**src/rtl/crossfile_pkg.sv**
```systemverilog
// Shared types for the crossfile producer/consumer path.
package crossfile_pkg;

    localparam int FIFO_DEPTH = 8;

    typedef struct packed {
        logic [7:0]  id;
        logic [31:0] payload;
    } transaction_t;

endpackage

```
**src/rtl/crossfile_fifo.sv**
```systemverilog
// Single-clock show-ahead FIFO with valid/ready on both sides, arbitrary depth,
// occupancy count, almost-full flag, synchronous flush and peak-occupancy monitor.
module crossfile_fifo #(
    parameter int WIDTH     = $bits(crossfile_pkg::transaction_t),
    parameter int DEPTH     = crossfile_pkg::FIFO_DEPTH,
    parameter int AF_THRESH = DEPTH - 1,
    localparam int CW       = $clog2(DEPTH + 1)
) (
    input  logic             clk,
    input  logic             rst_n,
    input  logic             flush,
    input  logic             in_valid,
    input  logic [WIDTH-1:0] in_data,
    output logic             in_ready,
    output logic             out_valid,
    output logic [WIDTH-1:0] out_data,
    input  logic             out_ready,
    output logic [CW-1:0]    count,
    output logic             almost_full,
    output logic [CW-1:0]    max_count
);

    localparam int PW = $clog2(DEPTH);

    logic [WIDTH-1:0] mem [DEPTH];

    logic [PW-1:0] wr_ptr_q, wr_ptr_d;
    logic [PW-1:0] rd_ptr_q, rd_ptr_d;
    logic [CW-1:0] count_q, count_d;
    logic [CW-1:0] max_count_q, max_count_d;

    logic push;
    logic pop;

    // Handshake flags come from registered occupancy only, so there is no
    // combinational path between the two sides.
    assign in_ready    = rst_n && (count_q != CW'(DEPTH));
    assign out_valid   = (count_q != '0);
    assign out_data    = mem[rd_ptr_q];
    assign count       = count_q;
    assign max_count   = max_count_q;
    assign almost_full = (count_q >= CW'(AF_THRESH));

    assign push = in_valid && in_ready;
    assign pop  = out_valid && out_ready;

    always_comb begin
        wr_ptr_d    = wr_ptr_q;
        rd_ptr_d    = rd_ptr_q;
        count_d     = count_q;
        max_count_d = max_count_q;
        if (flush) begin
            wr_ptr_d    = '0;
            rd_ptr_d    = '0;
            count_d     = '0;
            max_count_d = '0;
        end else begin
            // Explicit wrap: depth need not be a power of two.
            if (push) begin
                wr_ptr_d = (wr_ptr_q == PW'(DEPTH - 1)) ? '0 : wr_ptr_q + 1'b1;
            end
            if (pop) begin
                rd_ptr_d = (rd_ptr_q == PW'(DEPTH - 1)) ? '0 : rd_ptr_q + 1'b1;
            end
            if (push && !pop) begin
                count_d = count_q + 1'b1;
            end else if (pop && !push) begin
                count_d = count_q - 1'b1;
            end
            max_count_d = (count_d > max_count_q) ? count_d : max_count_q;
        end
    end

    always_ff @(posedge clk) begin
        if (!rst_n) begin
            wr_ptr_q    <= '0;
            rd_ptr_q    <= '0;
            count_q     <= '0;
            max_count_q <= '0;
        end else begin
            wr_ptr_q    <= wr_ptr_d;
            rd_ptr_q    <= rd_ptr_d;
            count_q     <= count_d;
            max_count_q <= max_count_d;
        end
    end

    // Storage has no reset; stale entries are unreachable once pointers clear.
    always_ff @(posedge clk) begin
        if (push && !flush) begin
            mem[wr_ptr_q] <= in_data;
        end
    end

    a_in_data_stable: assert property (
        @(posedge clk) disable iff (!rst_n)
        (in_valid && !in_ready) |=> $stable(in_data)
    );

endmodule

```
**config.mk**
```make
export PLATFORM = sky130hd
export DESIGN_NAME = crossfile_fifo
export DESIGN_NICKNAME = d
export VERILOG_FILES = /design/src/rtl/crossfile_pkg.sv /design/src/rtl/crossfile_fifo.sv
export SDC_FILE = /design/constraint.sdc
export NUM_CORES = 1
export LEC_CHECK = 0
export ABC_AREA = 1
export BUFFER_PORTS_ARGS = -buffer_cell sky130_fd_sc_hd__buf_4
export CAP_MARGIN = 15
export CORE_MARGIN = 2
export CORE_UTILIZATION = 35
export CTS_CLUSTER_SIZE = 8
export DETAILED_ROUTE_END_ITERATION = 10
export PLACE_DENSITY = 0.63
export SLEW_MARGIN = 20
export SYNTH_ARGS = -nofsm -noshare
export SYNTH_HDL_FRONTEND = slang
export SYNTH_SLANG_ARGS = --single-unit
```
**constraint.sdc**
```tcl
create_clock -name clk -period 4.4 [get_ports clk]
set_clock_uncertainty 0.1 [all_clocks]
set_input_delay 0.88 -clock clk [delete_from_list [all_inputs] [get_ports clk]]
set_output_delay 0.88 -clock clk [all_outputs]
set_load 0.05 [all_outputs]
```
# Word level (Yosys, flattened, before mapping)
# Memories as Yosys holds them, arrays and structs flattened. A register that Yosys moved wholly into a read port is not among the register bits.
# Index checks and enable logic that the tools add are counted.
# totals
ff_bits	14
mem_bits_rw	320
in_bits	45
output_inout_bits	51
n_memories	1
# classes
add_sub_neg	4
order_cmp	2
n_eq_ne	3
n_mux	9
n_bitwise	1
n_reduce_logical	11
# memory_table
memory	words	word_bits	read_ports	rd_ports_with_merged_regs	write_ports	line_no	text
mem	8	40	1	1	1	crossfile_fifo.sv:25	logic [WIDTH-1:0] mem [DEPTH];
# ops
op	n
3-bit 2-to-1 mux	4
4-bit 2-to-1 mux	3
3-bit by 1-bit adder with 3-bit output (second input constant)	2
3-bit == test (second input constant)	2
1-bit logical AND	6
4-bit by 1-bit adder with 4-bit output (second input constant)	1
4-bit by 3-bit >= comparator with 1-bit output (second input constant)	1
4-bit greater-than comparator	1
4-bit inequality test (second input constant)	1
4-bit nonzero test	1
4-bit by 1-bit subtractor with 4-bit output (second input constant)	1
1-bit zero test	3
1-bit 2-to-1 mux	2
2-bit OR reduction	1
1-bit NOT	1

# Depth between registers and ports, before layout
# Gate-level depths: netlist of the first run.
# logic_depth
ltp_word	9
depth_mapped	18

# Worst setup path after synthesis of the first run
# Ideal clock, no wire load.
# synth_timing
kind	register -> register
start	register count_q[0] (netlist: count[0])
end	memory mem[0][0] (netlist name) (enable)
setup_ns	0.437
arrival_ns	3.389
t_required_ns	3.863
path_slack_ns	0.474
path_stages_with_launch	9
path_buffers	1
cell_sequence	dfxtp_1 -> inv_1 -> ha_1 -> nand3_2 -> nand3_2 -> buf_6 -> nor2_1 -> nand2_1 -> nor2_1
# synth_between
elab_chain_cells	6
# synth_lines
element	line_no	text
start: declaration	crossfile_fifo.sv:29	logic [CW-1:0] count_q, count_d;
start signal: assignment	crossfile_fifo.sv:83	count_q <= count_d;
4-bit inequality test	crossfile_fifo.sv:37	assign in_ready = rst_n && (count_q != CW'(DEPTH));
1-bit logical AND	crossfile_fifo.sv:37	
1-bit logical AND	crossfile_fifo.sv:44	assign push = in_valid && in_ready;
1-bit logical AND	crossfile_fifo.sv:90	if (push && !flush) begin
1-bit 2-to-1 mux	crossfile_fifo.sv:90	
1-bit 2-to-1 mux (implied by the code)	crossfile_fifo.sv:91	mem[wr_ptr_q] <= in_data;
end: declaration	crossfile_fifo.sv:25	
# Every way passes these cells.

==> results of run 1 <==
-- cells in the final DEF (no fill, tap or decap), types with 2 or more instances in the layout --
cell	count
nor2_1	254
a211oi_1	2
inv_1	19
nand2_1	153
clkbuf_16	48
ha_1	10
o21ai_0	86
inv_2	2
dfxtp_4	2
nand3_1	6
o32ai_1	80
nand2_2	2
buf_12	2
clkbuf_1	27
nor2_4	8
dfxtp_1	14
nor2_2	4
buf_4	114
nand3_2	3
a21oi_1	9
edfxtp_1	320
clkinv_1	2
-- layout make-up --
| cell class | instances | area, µm² |
|---|---|---|
| Clock buffer | 75 | 1300 |
| Multi-Input combinational cell | 625 | 3100 |
| Timing Repair Buffer | 116 | 896 |
| Tap cell | 511 | 639 |
| Inverter | 24 | 92.6 |
| Clock inverter | 5 | 101 |
| Fill cell | 3492 | 21600 |
| Sequential cell | 337 | 9960 |
-- worst max-delay path by stage --
stage                        start                        end  slack, ps  depth (start not counted)
6_report                  register               out_data[27]        930                          7
5_1_grt                   register                out_data[7]        740                          6
4_1_cts                   register                out_data[7]        870                          6
3_5_place_dp                 rst_n  max_count[2]$_SDFFE_PP0N_       1350                         13
3_3_place_gp              in_valid  max_count[1]$_SDFFE_PP0N_       1390                         14
2_1_floorplan  count[0]$_SDFF_PP0_        mem[0][0]$_DFFE_PP_        470                          8
-- flip-flops by register name (all words and copies together) (netlist names), named ones only --
register,count
mem,320
count,4
max_count,4
rd_ptr_q,3
wr_ptr_q,3
-- power by group through the flow --
stage	Clock, W	Sequential [W]	Combinational (W)
finish	0.00337	0.00358	0.000646
global route	0.00361	0.00358	0.000705
CTS	0.00346	0.00358	0.000655
detailed placement	0	0.00364	0.000653
global placement	0	0.00364	0.000647
floorplan	0	0.00367	0.000395
-- worst max-delay path, stage by stage, from the launching register on --
cell     delay [ps]
dfxtp_4         530
inv_4           150
buf_4           420
nor2_1           80
o32ai_1         280
nand2_1         100
nand2_1         140
buf_4           210
-- cell families after synthesis --
family          Yosys count  synth area share
buf+inv                  87            0.0302
fa+ha+maj                10           0.00934
simple gates            432             0.125
compound gates          181            0.0918
flops                   337             0.743
xor+xnor                  2           0.00131
-- per-layer routing --
metal	part of all wire	wire [µm]	track usage
met1	0.44	13000	0.188
met2	0.47	13900	0.253
met3	0.060	1760	0.0365
met4	0.021	615	0.0488
met5	0.00075	22	0
-- per-stage QoR --
step / utilization / hold WS (ps) / cells
finish: 0.427 / 409 / 1693
CTS: 0.427 / 416 / 1693
global route: 0.427 / 430 / 1693
detailed placement: 0.390 / 399 / 1613
floorplan: - / 361 / 1049
global placement: 0.390 / 393 / 1613
==> results.yml, run 1 <==
outcome:
  outcome: "finished, final reports clean"
power:
  p_sw_frac: 0.232
  combPwrFrac: 0.085
  peakVddDrop_uv: 311
  seq_power_share: 0.471
  power_leakage_nw: 5.65
  power.internal_w: 0.00583
  power_w: 0.00759
  clockPowerShare: 0.443
  p_sw_w: 0.00176
  p_per_area_nw_per_um2: 472
timing:
  fin_crit_ps: 3470
  slew_viol_final: 0
  relSlewSlack: 0.495
  tns_ps: 0
  fin_ws_ps: 934
  finalHoldViolations: 0
  fmax_mhz: 288
  worst_pin_slew_ps: 757
  rsz0062_at_grt: "no"
  period_share: 0.788
  setup_violations: 0
detailed_routing:
  wl_per_cell_um: 17.3
  avgViaCountPerCell: 4.91
  antenna_left: 0
  num_vias: 8316
  drc: 0
  first_pass_iters: 5
  drt_iter0_drc: 401
  drt_wl_total_um: 29300
critical_path:
  reg2reg_to: "max_count[1]$_SDFFE_PP0N_"
  critPathRequiredTime_ps: 3420
  cp_max_fo: 54
  end_kind: "output pin"
  crit_path_start_kind: "register"
  rrSetupSlack_ps: 1410
  cp.arrival_ps: 2490
  crit_type: "register to output pin"
  r2r_cells: 16
  worstReg2RegStart: "count[0]$_SDFF_PP0_"
layout:
  syn_to_final_growth_pct: 20.1
  drive_above_1_share: 0.164
  diodes: 0
  final_nets: 1207
  fin_area_um2: 16100
place:
  gp_congestion: 0.808
  port_buffers: 95
  place_ws_ps: 1350
  dpl_cell_area_um2: 14700
  dp_hpwl_um: 15300
synthesis:
  synth-seq-area-share: 0.743
  yosysWarnings: 0
  synth.ff_latch_count: 337
  syn_inst: 1049
  syn_area_um2: 13400
  synth_commonest_cells: "edfxtp_1, nor2_1, nand2_1"
  yosys.area.top_type: "edfxtp_1"
  synth_most_common_cell: "edfxtp_1"
  synth_edf_count: 320
  async_flop_share: 0
  synthFlopType: "edfxtp_1"
  ys_types: 29
  synthesis.nets: 1104
  yosysTopAreaCellShare: 0.717
  synthTopCellsByArea: "edfxtp_1, nor2_1, o32ai_1, nand2_1, o21ai_0"
  synth_area_per_cell_um2: 12.8
global_route:
  grt-ovfl-total: 0
  grt_usage: 0.150
  antenna_found_initial: 2
  grt_pass1_wl_um: 45500
  grt_pass1_vias: 8452
  grt_max_degree: 60
cts:
  path_clk_slew_ps: 50
  post_cts.repair.setup_buffers: 0
  h-tree-depth: 2
  cts_tree: "built"
  numCtsBuffers: 48
  cts_hold_buf: 0
  cts_root_buf: "clkbuf_16"
  cts_resized: 0
  ctsLongestPathBuffers: 3
  insertion_delay_ps: 540
  clock_sinks: 337
floorplan:
  die_w_um: 200
  start_util: 0.356
  row_count: 71
  io_pins: 96
  fp.coreArea_um2: 37700
  die_h_um: 200
  die-area_um2: 39900
hold_path:
  worstHoldPathType: "register to register"
  hold_depth: 2
  holdCritStartpoint: "rd_ptr_q[1]$_SDFFE_PP0N_"
run:
  max-cap-violations: 0
(Power assumes the default switching activity.)
==> run 2, diff against run 1 <==
--- a/config.mk
+++ b/config.mk
@@ -5,7 +5,7 @@
 export SDC_FILE = /design/constraint.sdc
 export NUM_CORES = 1
 export LEC_CHECK = 0
-export ABC_AREA = 1
+export ABC_AREA = 0
 export BUFFER_PORTS_ARGS = -buffer_cell sky130_fd_sc_hd__buf_4
 export CAP_MARGIN = 15
 export CORE_MARGIN = 2
==> constraint.sdc (replaced) <==
create_clock -name clk -period 3.2 [get_ports clk]
set_clock_uncertainty 0.1 [all_clocks]
set_input_delay 0.64 -clock clk [delete_from_list [all_inputs] [get_ports clk]]
set_output_delay 0.64 -clock clk [all_outputs]
set_load 0.05 [all_outputs]
==> run 2 against run 1 <==
Clock power is 32% higher. Synthesized area is 3.0% lower. Largest cell class unchanged. Total power is 29% higher.
==> results.yml, run 2 <==
critical_path:
  crit_end: "max_count[3]$_SDFFE_PP0N_"
  crit_type: "register to register"
  rrSetupSlack_ps: 150
  critPathRequiredTime_ps: 3550
  slowest_delay_ps: 450
  r2r_cells: 12
  reg2reg_to: "max_count[3]$_SDFFE_PP0N_"
  cp.arrival_ps: 3400
  end_kind: "register"
  crit_path_start: "count[1]$_SDFF_PP0_"
  crit_path_start_kind: "register"
  worstReg2RegStart: "count[1]$_SDFF_PP0_"
  cp_max_fo: 9
  cp_cell_sequence: "inv_4 -> ha_4 -> or3b_4 -> o2111a_1 -> or3_1 -> and2_1 -> ha_1 -> nand4_1 -> o21ai_0 -> a21oi_2 -> or4b_1 -> o311ai_1"
  crit_path_top_delay_cell: "or3b_4"
cts:
  h-tree-depth: 2
  insertion_delay_ps: 550
  cts_tree: "built"
  path_clk_slew_ps: 50
  clock_sinks: 337
  ctsLongestPathBuffers: 3
  cts_root_buf: "clkbuf_16"
  numCtsBuffers: 48
synthesis:
  yosysWarnings: 0
  synthFlopType: "edfxtp_1"
  syn_inst: 590
  synth_most_common_cell: "edfxtp_1"
  synth_edf_count: 320
  synth.ff_latch_count: 337
  yosysTopAreaCellShare: 0.739
  ys_types: 37
  synth_commonest_cells: "edfxtp_1, mux4_2, mux2_2"
  synthTopCellsByArea: "edfxtp_1, mux4_2, mux2_2, dfxtp_1, ha_1"
  synth_area_per_cell_um2: 22.0
  yosys.area.top_type: "edfxtp_1"
  synthesis.nets: 645
  async_flop_share: 0
  synth-seq-area-share: 0.765
  syn_area_um2: 13000
floorplan:
  die_w_um: 197
  fp.coreArea_um2: 36600
  row_count: 70
  io_pins: 96
  die-area_um2: 38700
  start_util: 0.355
  die_h_um: 197
global_route:
  grt_usage: 0.138
  grt_pass1_vias: 6572
  grt_max_degree: 41
  grt-ovfl-total: 0
  grt_pass1_wl_um: 39800
  antenna_found_initial: 1
detailed_routing:
  drt_iter0_drc: 471
  antenna_left: 0
  wl_per_cell_um: 21.4
  first_pass_iters: 4
  drt_wl_total_um: 26300
  avgViaCountPerCell: 5.01
  num_vias: 6145
  drc: 0
timing:
  finalHoldViolations: 0
  timing.hold.ws_ps: 226
  worst_pin_slew_ps: 589
  fmax_mhz: 328
  slew_viol_final: 0
  relSlewSlack: 0.607
  setup_violations: 0
  tns_ps: 0
  period_share: 0.953
  rsz0062_at_grt: "no"
  fin_crit_ps: 3050
power:
  peakVddDrop_uv: 345
  power_leakage_nw: 5.14
  p_per_area_nw_per_um2: 612
  power_w: 0.00982
place:
  gp_congestion: 0.815
  port_buffers: 95
  dp_hpwl_um: 15100
layout:
  largest-register: "mem"
  largest_register_ffs: 320
  syn_to_final_growth_pct: 23.5
  final_cell_mix: "edfxtp_1, buf_4, mux4_2"
  drive_above_1_share: 0.416
  final_nets: 791
  finish.utilization: 0.438
  final_common_cell: "edfxtp_1"
run:
  max-cap-violations: 0
outcome:
  outcome: "finished, final reports clean"
hold_path:
  worstHoldPathType: "input pin to register"
[run 2: cell types whose count changed after synthesis, sizes merged, moves of 5 or more]
cell,change
nor2,-246
nand2,-143
mux4,+80
o21ai,-84
clkbuf,-13
nand2b,+5
buf,-24
inv,-15
o32ai,-80
mux2,+40
[run 2: cell type report]
type,instances,area [µm²]
inverters,8,32.5
clock inverters,4,52.6
multi-input cells,219,2990
flip-flops and latches,337,9970
repair buffers,122,1150
diodes,1,2.50
fillers,3141,20600
clock buffers,67,1270
well taps,468,586
[run 2: worst min path at each step]
stage	from	endpoint	slack, ps	cells past startpoint
after floorplan	rd_ptr_q[2]$_SDFFE_PP0N_	register	350	2
after global placement	rd_ptr_q[2]$_SDFFE_PP0N_	register	370	2
after detailed placement	rd_ptr_q[2]$_SDFFE_PP0N_	register	370	2
after CTS	in_data[28]	mem[2][28]$_DFFE_PP_	200	1
after global routing	in_data[2]	mem[4][2]$_DFFE_PP_	210	1
final	in_data[5]	mem[2][5]$_DFFE_PP_	230	1
[run 2: kinds of logic (layout without fill, tap and decap cells)]
group,Yosys count,in the layout,synth area share
adders and majority gates,10,10,0.00962
AOI/OAI and AO/OA,23,23,0.0126
xor gates and xnor gates,2,2,0.00135
DFF,337,337,0.765
and+or+nand+nor,64,64,0.0266
buffers and inverters,34,201,0.0113
muxes,120,120,0.173
other,0,1,0
[run 2: through the flow]
step	instances	cell area (µm²)	setup WS, ps
final	1226	16000	149
after global routing	1225	16000	16.7
after CTS	1222	16000	3.23
after detailed placement	1151	14700	161
after global placement	1151	14700	202
after floorplan	590	13100	-380
[run 2: critical path, delay by kind of cell (launching register included)]
family	cells	cell delay, ps
compound gates	4	500
fa+ha+maj	2	420
buf+inv	1	70
flops	1	370
simple gates	5	1500
[run 2: layer usage]
metal  share of wire  global-route usage  vias up
met5               0                   0        -
met4           0.018              0.0420        0
met3           0.053              0.0351       39
met2            0.50               0.223      136
met1            0.43               0.185     3223
li1                -                   -     2747
[run 2: where the power goes]
part / internal, W / switching (W)
Sequential: 0.00486 / 0.0000157
Combinational: 0.000197 / 0.000301
Clock: 0.00273 / 0.00172
Total: 0.00778 / 0.00204
[run 2: timing repair]
item,4_1_cts,5_1_grt
endpoints found under the hold margin,0,0
hold buffers,0,0
cloned,0,0
pin swaps,0,0
gates resized for setup,4,0
setup buffers,0,3
setup endpoints to repair,5,22
==> run 3, diff against run 2 <==
--- a/config.mk
+++ b/config.mk
@@ -12,7 +12,7 @@
 export CORE_UTILIZATION = 35
 export CTS_CLUSTER_SIZE = 8
 export DETAILED_ROUTE_END_ITERATION = 10
-export PLACE_DENSITY = 0.63
+export PLACE_DENSITY = 0.47
 export SLEW_MARGIN = 20
 export SYNTH_ARGS = -nofsm -noshare
 export SYNTH_HDL_FRONTEND = slang
==> run 3 against run 2 <==
Core utilization is 0.27 points lower. Critical path type is now register to output pin. Cell area is 0.62% lower. Register-to-register slack worse by 20 ps. Clock-buffer cell count stayed put. Maximum frequency is 0.73% lower. Via count is 1.5% higher. Highest routed layer is now met5.
==> results.yml, run 3 (synthesis gave the netlist of run 2 again) <==
detailed_routing:
  drc: 0
  avgViaCountPerCell: 5.12
  wl_per_cell_um: 22.6
  first_pass_iters: 4
  drt_iter0_drc: 344
  num_vias: 6236
  antenna_left: 0
  drt_wl_total_um: 27600
critical_path:
  crit_path_top_delay_cell: "mux4_2"
  reg2reg_to: "max_count[3]$_SDFFE_PP0N_"
  r2r_cells: 12
  crit_type: "register to output pin"
  slowest_delay_ps: 550
  end_kind: "output pin"
  crit_path_start_kind: "register"
  critPathRequiredTime_ps: 2460
  cp.arrival_ps: 2330
  worstReg2RegStart: "count[1]$_SDFF_PP0_"
  cp_cell_sequence: "buf_16 -> mux4_2 -> mux2_2 -> buf_4"
  rrSetupSlack_ps: 130
  cp_max_fo: 50
  crit_family: "multiplexers"
  crit_buf_inv: 2
timing:
  worst_pin_slew_ps: 625
  fin_crit_ps: 3070
  period_share: 0.960
  slew_viol_final: 0
  finalHoldViolations: 0
  rsz0062_at_grt: "no"
  fin_ws_ps: 127
  setup_violations: 0
  relSlewSlack: 0.584
  fmax_mhz: 325
place:
  place_ws_ps: 158
  dp_hpwl_um: 15300
  gp_congestion: 0.793
  port_buffers: 95
cts:
  ctsLongestPathBuffers: 3
  cts_root_buf: "clkbuf_16"
  path_clk_slew_ps: 50
  clock_sinks: 337
  numCtsBuffers: 48
  cts_hold_buf: 0
  h-tree-depth: 2
  insertion_delay_ps: 530
  cts_tree: "built"
global_route:
  grt_usage: 0.146
  grt_pass1_vias: 6821
  grt_max_degree: 51
  grt_pass1_wl_um: 41900
  grt-ovfl-total: 0
  antenna_found_initial: 1
floorplan:
  fp.coreArea_um2: 36600
  start_util: 0.355
  die_h_um: 197
  die_w_um: 197
  row_count: 70
  die-area_um2: 38700
  io_pins: 96
hold_path:
  holdCritStartpoint: "in_data[15]"
  worstHoldPathType: "input pin to register"
  worstHoldEndpoint: "mem[4][15]$_DFFE_PP_"
  hold_depth: 1
layout:
  diodes: 0
  largest_register_ffs: 320
  largest-register: "mem"
  final_common_cell: "edfxtp_1"
  final_cell_mix: "edfxtp_1, buf_4, mux4_2"
  final_nets: 788
  finish.utilization: 0.436
  fillers: 3164
  drive_above_1_share: 0.417
  syn_to_final_growth_pct: 22.7
power:
  combPwrFrac: 0.051
  seq_power_share: 0.497
  peakVddDrop_uv: 281
  p_sw_frac: 0.203
  power_leakage_nw: 5.10
  p_per_area_nw_per_um2: 615
  p_sw_w: 0.00199
  clockPowerShare: 0.452
  power.internal_w: 0.00782
outcome:
  outcome: "finished, final reports clean"
run:
  max-cap-violations: 0
-- run 3: cell count changes in the layout (fill, tap and decap cells not counted), sizes merged --
cell    delta
inv        -2
clkinv     -1
buf        -3
diode      -1
-- run 3: worst reg2reg max path: cells and delay by family (launching register included) --
family	cells	cell delay, ps
compound gates	4	520
fa+ha+maj	2	430
buf+inv	1	70
flops	1	370
simple gates	5	1490
-- run 3: routing by layer --
metal	vias to the layer above	wire [µm]	global-route usage
li1	2759	-	-
met1	3290	11600	0.186
met2	140	13700	0.246
met3	45	1680	0.0378
met4	2	493	0.0404
met5	-	16	0
-- run 3: cell type report --
| class | instances | area [µm²] | share of cell area |
|---|---|---|---|
| Clock inverter | 1 | 7.51 | 0.000471 |
| Inverter | 8 | 32.5 | 0.00204 |
| Clock buffer | 67 | 1300 | 0.0817 |
| Timing Repair Buffer | 119 | 1050 | 0.0661 |
| Tap cell | 468 | 586 | 0.0367 |
| Multi-Input combinational cell | 219 | 3000 | 0.188 |
| Sequential cell | 337 | 9970 | 0.625 |
-- run 3: power groups by stage --
stage | registers (W) | clock network (W) | logic (W)
finish | 0.00488 | 0.00443 | 0.000504
detailed placement | 0.00496 | 0 | 0.000501
global placement | 0.00495 | 0 | 0.000484
global route | 0.00487 | 0.00474 | 0.000545
CTS | 0.00487 | 0.00457 | 0.000503
floorplan | 0.00498 | 0 | 0.000273
-- run 3: repair_timing --
action / CTS / global route
resized for setup: 0 / 7
buffers inserted: 0 / 1
endpoints found under the setup margin: 0 / 19
-- run 3: worst max-delay path by stage --
stage | endpoint | slack (ps) | depth (start not counted) | startpoint
floorplan | mem[7][0]$_DFFE_PP_ | -380 | 6 | in_valid
global placement | max_count[3]$_SDFFE_PP0N_ | 210 | 12 | count[1]$_SDFF_PP0_
detailed placement | max_count[3]$_SDFFE_PP0N_ | 160 | 13 | count[1]$_SDFF_PP0_
CTS | out_data[13] | 30 | 4 | register
global route | out_data[8] | 3 | 4 | register
finish | out_data[8] | 130 | 4 | register
-- run 3: per-stage QoR --
stage	power, W	setup TNS (ps)	std cells	hold WS [ps]	cell area [µm²]
finish	0.00981	0	1219	241	15900
floorplan	0.00526	-54690	590	355	13100
detailed placement	0.00546	0	1150	379	14600
global placement	0.00544	0	1150	368	14600
global route	0.0102	0	1219	223	15900
CTS	0.00995	0	1218	211	15900
